### src/rtl/pmem_loader_pkg.sv
// Shared constants and state encoding for the program-memory image loader.
package pmem_loader_pkg;

   typedef enum logic [2:0] {
      LOADER_LEN_LO = 3'd0,
      LOADER_LEN_HI = 3'd1,
      LOADER_DATA   = 3'd2,
      LOADER_CSUM   = 3'd3,
      LOADER_DONE   = 3'd4,
      LOADER_ERROR  = 3'd5
   } loader_state_e;

   localparam int         BYTES_PER_WORD = 4;
   localparam logic [3:0] BYTE_W_EN_ALL  = 4'hF;

endpackage

### src/rtl/loader_word_assembler.sv
// Packs little-endian bytes into 32-bit words; registered one-cycle word strobe.
module loader_word_assembler
   import pmem_loader_pkg::*;
#(
   parameter int DATA_WIDTH = 32
) (
   input  logic                  sysclk,
   input  logic                  rst,
   input  logic                  clear,
   input  logic                  byte_vld,
   input  logic [7:0]            byte_dat,
   output logic                  word_cmpl,
   output logic                  word_vld,
   output logic [DATA_WIDTH-1:0] word_dat
);

   logic [1:0]            idx_q, idx_d;
   logic [DATA_WIDTH-1:0] asm_q, asm_d;
   logic                  word_vld_q, word_vld_d;
   logic [DATA_WIDTH-1:0] word_dat_q, word_dat_d;

   always_comb begin
      idx_d      = idx_q;
      asm_d      = asm_q;
      word_vld_d = 1'b0;
      word_dat_d = word_dat_q;
      word_cmpl  = byte_vld && !clear && (idx_q == 2'(BYTES_PER_WORD - 1));
      if (clear) begin
         idx_d = 2'd0;
      end else if (byte_vld) begin
         asm_d[{idx_q, 3'b000} +: 8] = byte_dat;
         idx_d = idx_q + 2'd1;
         // Final byte bypasses asm_q so the full word is captured this cycle.
         if (word_cmpl) begin
            word_vld_d = 1'b1;
            word_dat_d = {byte_dat, asm_q[DATA_WIDTH-9:0]};
         end
      end
   end

   always_ff @(posedge sysclk or negedge rst) begin
      if (!rst) begin
         idx_q      <= 2'd0;
         asm_q      <= '0;
         word_vld_q <= 1'b0;
         word_dat_q <= '0;
      end else begin
         idx_q      <= idx_d;
         asm_q      <= asm_d;
         word_vld_q <= word_vld_d;
         word_dat_q <= word_dat_d;
      end
   end

   assign word_vld = word_vld_q;
   assign word_dat = word_dat_q;

endmodule

### src/rtl/pmem_loader.sv
// Loads a length-prefixed, XOR-checksummed byte frame into program memory and
// holds the CPU in reset until a verified image is in place.
module pmem_loader
   import pmem_loader_pkg::*;
#(
   parameter int ADDR_WIDTH = 12,
   parameter int DATA_WIDTH = 32,
   parameter int LEN_WIDTH  = 16
) (
   input  logic                  sysclk,
   input  logic                  rst,
   input  logic [7:0]            in_data,
   input  logic                  in_valid,
   output logic                  in_ready,
   input  logic                  restart,
   output logic [ADDR_WIDTH-1:0] wr_addr,
   output logic [DATA_WIDTH-1:0] ram_in,
   output logic [3:0]            byte_w_en,
   output logic                  cpu_rst,
   output logic                  loading,
   output logic                  done,
   output logic                  error,
   output logic [LEN_WIDTH-1:0]  words_written
);

   localparam logic [LEN_WIDTH:0] DEPTH_W = (LEN_WIDTH + 1)'(2 ** ADDR_WIDTH);

   loader_state_e         state_q, state_d;
   logic [LEN_WIDTH-1:0]  len_q, len_d;
   logic [LEN_WIDTH-1:0]  words_q, words_d;
   logic [ADDR_WIDTH-1:0] waddr_q, waddr_d;
   logic [ADDR_WIDTH-1:0] wr_addr_q, wr_addr_d;
   logic [7:0]            csum_q, csum_d;
   logic                  started_q, started_d;

   logic                  accept;
   logic                  asm_byte_vld;
   logic                  asm_clear;
   logic                  word_cmpl;
   logic                  word_vld;
   logic [LEN_WIDTH-1:0]  len_full;

   assign in_ready     = (state_q == LOADER_LEN_LO) || (state_q == LOADER_LEN_HI) ||
                         (state_q == LOADER_DATA)   || (state_q == LOADER_CSUM);
   assign accept       = in_valid && in_ready;
   assign asm_byte_vld = accept && !restart && (state_q == LOADER_DATA);
   assign asm_clear    = restart || (state_q != LOADER_DATA);
   assign len_full     = LEN_WIDTH'({in_data, len_q[7:0]});

   loader_word_assembler #(
      .DATA_WIDTH (DATA_WIDTH)
   ) u_asm (
      .sysclk    (sysclk),
      .rst       (rst),
      .clear     (asm_clear),
      .byte_vld  (asm_byte_vld),
      .byte_dat  (in_data),
      .word_cmpl (word_cmpl),
      .word_vld  (word_vld),
      .word_dat  (ram_in)
   );

   always_comb begin
      state_d   = state_q;
      len_d     = len_q;
      words_d   = words_q;
      waddr_d   = waddr_q;
      wr_addr_d = wr_addr_q;
      csum_d    = csum_q;
      started_d = started_q;
      // Restart outranks a same-cycle byte, which is simply dropped.
      if (restart) begin
         state_d = LOADER_LEN_LO;
         csum_d  = 8'h00;
         words_d = '0;
         waddr_d = '0;
      end else begin
         case (state_q)
            LOADER_LEN_LO: if (accept) begin
               len_d[7:0] = in_data;
               csum_d     = csum_q ^ in_data;
               started_d  = 1'b1;
               state_d    = LOADER_LEN_HI;
            end
            LOADER_LEN_HI: if (accept) begin
               len_d  = len_full;
               csum_d = csum_q ^ in_data;
               if ({1'b0, len_full} > DEPTH_W) begin
                  state_d = LOADER_ERROR;
               end else if (len_full == '0) begin
                  state_d = LOADER_CSUM;
               end else begin
                  state_d = LOADER_DATA;
                  waddr_d = '0;
                  words_d = '0;
               end
            end
            LOADER_DATA: if (accept) begin
               csum_d = csum_q ^ in_data;
               if (word_cmpl) begin
                  wr_addr_d = waddr_q;
                  waddr_d   = waddr_q + 1'b1;
                  words_d   = words_q + 1'b1;
                  if (words_q + 1'b1 == len_q) begin
                     state_d = LOADER_CSUM;
                  end
               end
            end
            LOADER_CSUM: if (accept) begin
               state_d = (in_data == csum_q) ? LOADER_DONE : LOADER_ERROR;
            end
            default: ;
         endcase
      end
   end

   always_ff @(posedge sysclk or negedge rst) begin
      if (!rst) begin
         state_q   <= LOADER_LEN_LO;
         len_q     <= '0;
         words_q   <= '0;
         waddr_q   <= '0;
         wr_addr_q <= '0;
         csum_q    <= 8'h00;
         started_q <= 1'b0;
      end else begin
         state_q   <= state_d;
         len_q     <= len_d;
         words_q   <= words_d;
         waddr_q   <= waddr_d;
         wr_addr_q <= wr_addr_d;
         csum_q    <= csum_d;
         started_q <= started_d;
      end
   end

   assign wr_addr       = wr_addr_q;
   assign byte_w_en     = word_vld ? BYTE_W_EN_ALL : 4'h0;
   assign done          = (state_q == LOADER_DONE);
   assign error         = (state_q == LOADER_ERROR);
   assign cpu_rst       = (state_q != LOADER_DONE);
   assign loading       = started_q && in_ready;
   assign words_written = words_q;

endmodule

### config.mk
export PLATFORM = sky130hd
export DESIGN_NAME = pmem_loader
export DESIGN_NICKNAME = d
export VERILOG_FILES = /design/src/rtl/pmem_loader_pkg.sv /design/src/rtl/loader_word_assembler.sv /design/src/rtl/pmem_loader.sv
export SDC_FILE = /design/constraint.sdc
export NUM_CORES = 1
export LEC_CHECK = 0
export CAP_MARGIN = 20
export CORE_MARGIN = 8
export CORE_UTILIZATION = 30
export DETAILED_ROUTE_END_ITERATION = 8
export PLACE_DENSITY = 0.45
export SLEW_MARGIN = 10
export SYNTH_ARGS = -nofsm -noshare
export SYNTH_HDL_FRONTEND = slang
export SYNTH_SLANG_ARGS = --single-unit
export TNS_END_PERCENT = 50
### constraint.sdc
create_clock -name sysclk -period 4.4 [get_ports sysclk]
set_clock_uncertainty 0.1 [all_clocks]
set_input_delay 1.32 -clock sysclk [delete_from_list [all_inputs] [get_ports sysclk]]
set_output_delay 1.32 -clock sysclk [all_outputs]
set_load 0.02 [all_outputs]
# --- Word-level counts from Yosys, hierarchy flattened ---
# Cells that the tools add are included.
word_totals:
  ff_bits: 135
  latch_bits: 0
  ramBits: 0
  mem_bits_ro: 0
  in_bits: 12
  output_inout_bits: 69
  word_cells: 107
  memories: 0
op_classes:
  add_sub_neg: 4
  n_mul: 0
  n_div: 0
  order_cmp: 1
  eq_ne: 18
  n_shift: 2
  muxes: 37
  bitwise_logic: 4
  reduce_logical: 29
op_table:
  columns: ["op", "n"]
  rows:
  - ["$mux W16", 6]
  - ["$mux W12", 6]
  - ["$bwmux W32", 1]
  - ["$mux W8", 4]
  - ["$pmux W16 S2", 1]
  - ["$shift A8 B7 Y32 const A", 1]
  - ["$shiftx A8 B7 Y32", 1]
  - ["$mux W3", 8]
  - ["$pmux W12 S2", 1]
  - ["$ne A3 B3 Y1 const B", 7]
  - ["$add A16 B1 Y16 const B", 1]
  - ["$eq A16 B16 Y1", 1]
  - ["$gt A16 B13 Y1 const B", 1]
  - ["$logic_not A16 Y1", 1]
  - ["$pmux W8 S2", 1]
  - ["$add A12 B1 Y12 const B", 1]
  - ["$pmux W3 S4", 1]
  - ["$ne A3 B2 Y1 const B", 3]
  - ["$reduce_and A3 Y1", 3]
  - ["$eq A8 B8 Y1", 1]
  - ["$reduce_and A4 Y1", 2]
  - ["$xor A8 B8 Y8", 1]
  - ["$neg A5 Y7", 1]
  - ["$reduce_and A7 Y1", 1]
  - ["19 further kinds", 40]

# --- Depth between registers and ports, before layout ---
depth:
  word_depth: 13
  mapped_depth: 8
  depth_no_buf: 7

# --- By module ---
# A second synthesis with hierarchy kept.
hier_totals:
  cells_unflattened: 581
  area_unflattened_um2: 6382.4
modules_own_cells:
  columns: ["module", "instances", "cells_each", "area_per_inst_um2", "seq_area_each_um2"]
  rows:
  - ["pmem_loader", 1, 400, 3751.1, 1701.6]
  - ["loader_word_assembler", 1, 181, 2631.3, 1476.4]

# --- Worst setup path after synthesis ---
# OpenSTA, ideal clock, no wires.
synth_path:
  kind: "input port to flip-flop"
  from: "input port in_data[1]"
  to: "register words_q[8], in the netlist words_written[8]"
  setup_ns: 0.139
  arrival_ns: 3.186
  path_slack_ns: 0.976
  cell_stages: 8
  cell_sequence: "buf_2 -> or4_4 -> o31a_1 -> o32ai_4 -> a21oi_4 -> buf_6 -> o21ai_2 -> o41ai_1"
synth_via:
  elab_chain_len: 3
  elab_cells_between_ends: 5
  cone_classes: "1 x order compare; 2 x eq/ne; 2 x reduce/logical"
synth_lines:
  columns: ["element", "line_no", "text"]
  rows:
  - ["from (decl)", "pmem_loader.sv:12", "input logic [7:0] in_data,"]
  - ["$gt A16 B13 Y1 or $logic_not A16 Y1 (tied branches)", "pmem_loader.sv:88, pmem_loader.sv:90", null]
  - ["$ne A3 B3 Y1 (no source line)", null, null]
  - ["$reduce_and A6 Y1 (no source line) (*)", null, null]
  - ["to (signal assigned)", "pmem_loader.sv:129", "words_q <= words_d;"]
  - ["to (decl)", "pmem_loader.sv:30", "logic [LEN_WIDTH-1:0] words_q, words_d;"]
# Mark *: on every way between the ends. The rest lies on a longest branch, timed or not.
# A chain may end at the register's enable or synchronous reset.

# --- Worst setup path in the final report ---
layout_path:
  from: "register state_q[2]"
  to: "output port error"
layout_via:
  elab_chain_len: 1
layout_lines:
  columns: ["element", "line_no", "text"]
  rows:
  - ["from (decl)", "pmem_loader.sv:28", "loader_state_e state_q, state_d;"]
  - ["from (signal assigned)", "pmem_loader.sv:127", "state_q <= state_d;"]
  - ["$eq A3 B3 Y1", "pmem_loader.sv:140", "assign error = (state_q == LOADER_ERROR);"]
  - ["to (decl)", "pmem_loader.sv:22", "output logic error,"]
# No other way between the ends.

==> tab_implementation.tex <==
\begin{tabular}{lr}
\hline
Metric & Value \\
\hline
\multicolumn{2}{l}{\textbf{Outcome}} \\
Run status & finished clean \\
\multicolumn{2}{l}{\textbf{Yosys}} \\
Top-area cell type share of the netlist area & 52.1\% \\
Warning count from the yosys run & 0 \\
Adder-cell share of the synthesized area & 1.43\% \\
Most frequently used flop master after synthesis & dfrtp\_1 \\
Portion of netlist area occupied by mux cells & 3.46\% \\
Simple logic cell fraction of the synthesized area & 22.7\% \\
Syn\_nets & 682 \\
Post-synth top cells & nand2\_1, dfrtp\_1, nor2\_1, o21ai\_0 \\
Number of flops mapped to enable cells by yosys & 0 \\
Sequential cell area fraction in the yosys report & 52.1\% \\
Mapped Area & 0.00610 mm\^{}2 \\
Area fraction in compound gates after synthesis & 11.5\% \\
Number of instances in the synthesized netlist & 663 \\
Average footprint of a synthesized cell & 9.21 um\^{}2 \\
Share of flip-flops with an asynchronous set or reset & 100\% \\
Total of flip-flops plus latches after synthesis & 127 \\
Leading cell types by total area after synthesis & dfrtp\_1, nand2\_1, xnor2\_1 \\
Largest area contributor in the synthesized netlist & dfrtp\_1 \\
Largest family of logic cells by synthesized area & simple AND/OR/NAND/NOR gates \\
Most used standard cell by instance count after synthesis & nand2\_1 \\
Xor/xnor share of the synthesized area & 5.45\% \\
Netlist cell types & 56 \\
\multicolumn{2}{l}{\textbf{Timing}} \\
Relative slew slack & 37.3\% \\
Setup repair after global routing missed its margin & no \\
Shortest clock period the worst path allows after layout & 3.54 ns \\
Sum of negative setup slack & 0 ns \\
Final hold viol count & 0 \\
Fin. max-slew vios & 0 \\
Final critical-path share of the clock period & 80.4\% \\
Fmax & 283 MHz \\
Transition time of the tightest slew-check pin & 0.939 ns \\
Finish-stage setup viols & 0 \\
\multicolumn{2}{l}{\textbf{Clock tree}} \\
Number of buffers created by CTS & 17 \\
Post-cts repair resize count & 0 \\
Clock tree root buffer cell & clkbuf\_16 \\
Clock latency reported for the late side of the worst-skew pair & 0.42 ns \\
CTS Sinks & 127 \\
Number of buffers inserted for hold repair after clock tree synthesis & 0 \\
H-tree depth & 4 \\
Count of buffers added by post-CTS timing repair for setup & 0 \\
Clock tree from TritonCTS & yes \\
Clock input transition at the sequential cells of the worst setup and hold paths & 0.06 ns \\
Deepest clock path buffer count & 2 \\
\multicolumn{2}{l}{\textbf{Worst setup path}} \\
End of the critical path & error \\
Worst endpoint required time & 2.98 ns \\
Crit end category & output port \\
Logic depth of the worst register-to-register path & 7 \\
Startpoint of the most critical setup path & state\_q[2] \\
Reg2Reg Launch Point & words\_written[0] \\
Sort of element at the start of the critical path & register \\
Critical Path, Cell by Cell & inv\_1 -> nor3\_1 -> clkdlybuf4s50\_1 \\
Slowest cell delay on critical path & 0.66 ns \\
Cell class contributing the biggest share of worst-path delay & buffers and inverters \\
Buffer and inverter count on the worst path & 2 \\
Number of cells on the critical path & 3 \\
Slowest CP cell & clkdlybuf4s50\_1 \\
Category of the critical setup timing path & register to output port \\
Worst-case register-to-register setup slack & 1.53 ns \\
CP Max Fanout & 10 \\
Crit path DAT & 2.12 ns \\
Endpoint of the most critical register-to-register path & state\_q[0] \\
\multicolumn{2}{l}{\textbf{Floorplan}} \\
Die Wd & 159 um \\
Die area & 0.0252 mm\^{}2 \\
Top-Level Pins & 81 \\
Core outline area & 0.0201 mm\^{}2 \\
Height of the die & 159 um \\
Starting utilization of the core area & 30.4\% \\
Rows & 52 \\
\multicolumn{2}{l}{\textbf{Final layout}} \\
N\_diodes & 0 \\
Area growth from synthesis to layout & 27.2\% \\
Finished Layout Cells & 1019 \\
Share of cells above drive strength 1 & 10.1\% \\
Total number of nets in the final design & 755 \\
\multicolumn{2}{l}{\textbf{Drt}} \\
Starting DRC count in detailed routing & 422 \\
Antenna-violating nets left & 0 \\
Via count & 4893 \\
Wire length per cell & 16.8 um \\
Number of remaining DRC errors & 0 \\
Number of vias per cell after detailed routing & 4.80 \\
DRT Pass-1 Iters & 4 \\
Routed WL & 17.1 mm \\
\multicolumn{2}{l}{\textbf{GRT}} \\
Pin count of the biggest net entering global routing & 78 \\
Number of global-route vias before repair & 4917 \\
First-pass GRT wire length & 27.6 mm \\
Leftover overflow at the end of global routing & 0 \\
Overall Global Routing Usage & 14.3\% \\
Number of antenna violations at the first check in global routing & 0 \\
\multicolumn{2}{l}{\textbf{Power and ir drop}} \\
IR Drop Worst-Case VDD & 0.000287 V \\
Power density relative to cell area & 381 mW/mm\^{}2 \\
LEAKAGE & 3.44 nW \\
\multicolumn{2}{l}{\textbf{Place}} \\
Cell total after placement & 987 \\
Final HPWL DP & 11.7 mm \\
Final GP Congestion & 0.827 \\
Number of port buffers & 80 \\
\multicolumn{2}{l}{\textbf{Worst hold path}} \\
Worst hold-check path type & register to register \\
\multicolumn{2}{l}{\textbf{Job}} \\
Max-cap violation count & 0 \\
\hline
\end{tabular}
==> metal layers <==
metal	vias up	wire length (um)	track usage, %
met4	0	223	5.88
met2	95	8120	22.3
li1	2388	-	-
met5	-	0	0
met1	2393	7980	18.8
met3	17	806	3.20
==> logic make-up (layout without fill, tap and decap cells) <==
group | count (synthesis) | after routing
AND/OR/NAND/NOR | 319 | 319
flip-flops | 127 | 127
AO/OA/AOI/OAI | 106 | 106
buffers and inverters | 47 | 133
XOR/XNOR | 38 | 38
multiplexers | 19 | 19
adder cells (fa/ha/maj) | 7 | 7
==> layout by cell type, fill, tap and decap left out, types with 5 or more instances in the layout <==
| cell | count |
|---|---|
| nand2_1 | 219 |
| dfrtp_1 | 127 |
| clkdlybuf4s50_1 | 79 |
| nor2_1 | 34 |
| o21ai_0 | 29 |
| xnor2_1 | 24 |
| o21ai_1 | 21 |
| mux2_2 | 17 |
| clkbuf_16 | 17 |
| xor2_1 | 14 |
| nand3_1 | 13 |
| buf_4 | 13 |
| a21oi_1 | 12 |
| nand4_1 | 11 |
| inv_1 | 7 |
| and3_1 | 7 |
| o41ai_1 | 7 |
| ha_1 | 7 |
| o31ai_1 | 5 |
| o21ai_2 | 5 |
==> sequential cells by signal, summed over array words and instances, names as in the netlist <==
name / count
csum_q: 8
len_q: 16
started_q: 1
state_q: 3
u_asm.asm_q: 24
u_asm.idx_q: 2
u_asm.word_dat: 32
u_asm.word_vld: 1
waddr_q: 12
words_written: 16
wr_addr: 12
==> worst register-to-register path, delay by kind of cell (launching register included) <==
kind / cells / cell delay [ns]
AND/OR/NAND/NOR: 3 / 1.13
AO/OA/AOI/OAI: 3 / 0.69
flip-flops: 1 / 0.52
adder cells (fa/ha/maj): 1 / 0.35
==> cell type report <==
cell class,instances,area (um^2)
Tap cell,270,338
Clock inverter,12,135
Multi-Input combinational cell,489,2720
Clock buffer,20,457
Fill cell,2007,12300
Sequential cell,127,3180
Inverter,8,30.0
Timing Repair Buffer,93,908
==> where the power goes <==
| part | internal, W | total [W] | switching (W) |
|---|---|---|---|
| Clock | 0.000865 | 0.00141 | 0.000548 |
| Combinational | 0.000127 | 0.000268 | 0.000141 |
| Sequential | 0.00122 | 0.00128 | 0.0000546 |
==> per-stage QoR <==
stage                     hold WS [ns]  setup slack, ns  cell area (um^2)  util (%)  total power, W
after floorplan                  0.326            0.976              6100         -         0.00146
after global placement           0.347            0.475              7180      35.7         0.00156
after detailed placement         0.353            0.440              7180      35.7         0.00157
after CTS                        0.370            0.786              7770      38.6         0.00300
after global routing             0.381            0.691              7770      38.6         0.00308
final                            0.369            0.863              7770      38.6         0.00296
==> how the worst min path moves through the flow <==
stage	endpoint	from	slack [ns]	cells past startpoint
floorplan	started_q	started_q	0.33	1
global placement	started_q	started_q	0.35	1
detailed placement	started_q	started_q	0.35	1
CTS	started_q	started_q	0.37	1
global route	u_asm.word_dat[9]	u_asm.asm_q[9]	0.38	2
finish	u_asm.word_dat[9]	u_asm.asm_q[9]	0.37	2
Note: power is estimated with default switching activity, not from simulation.
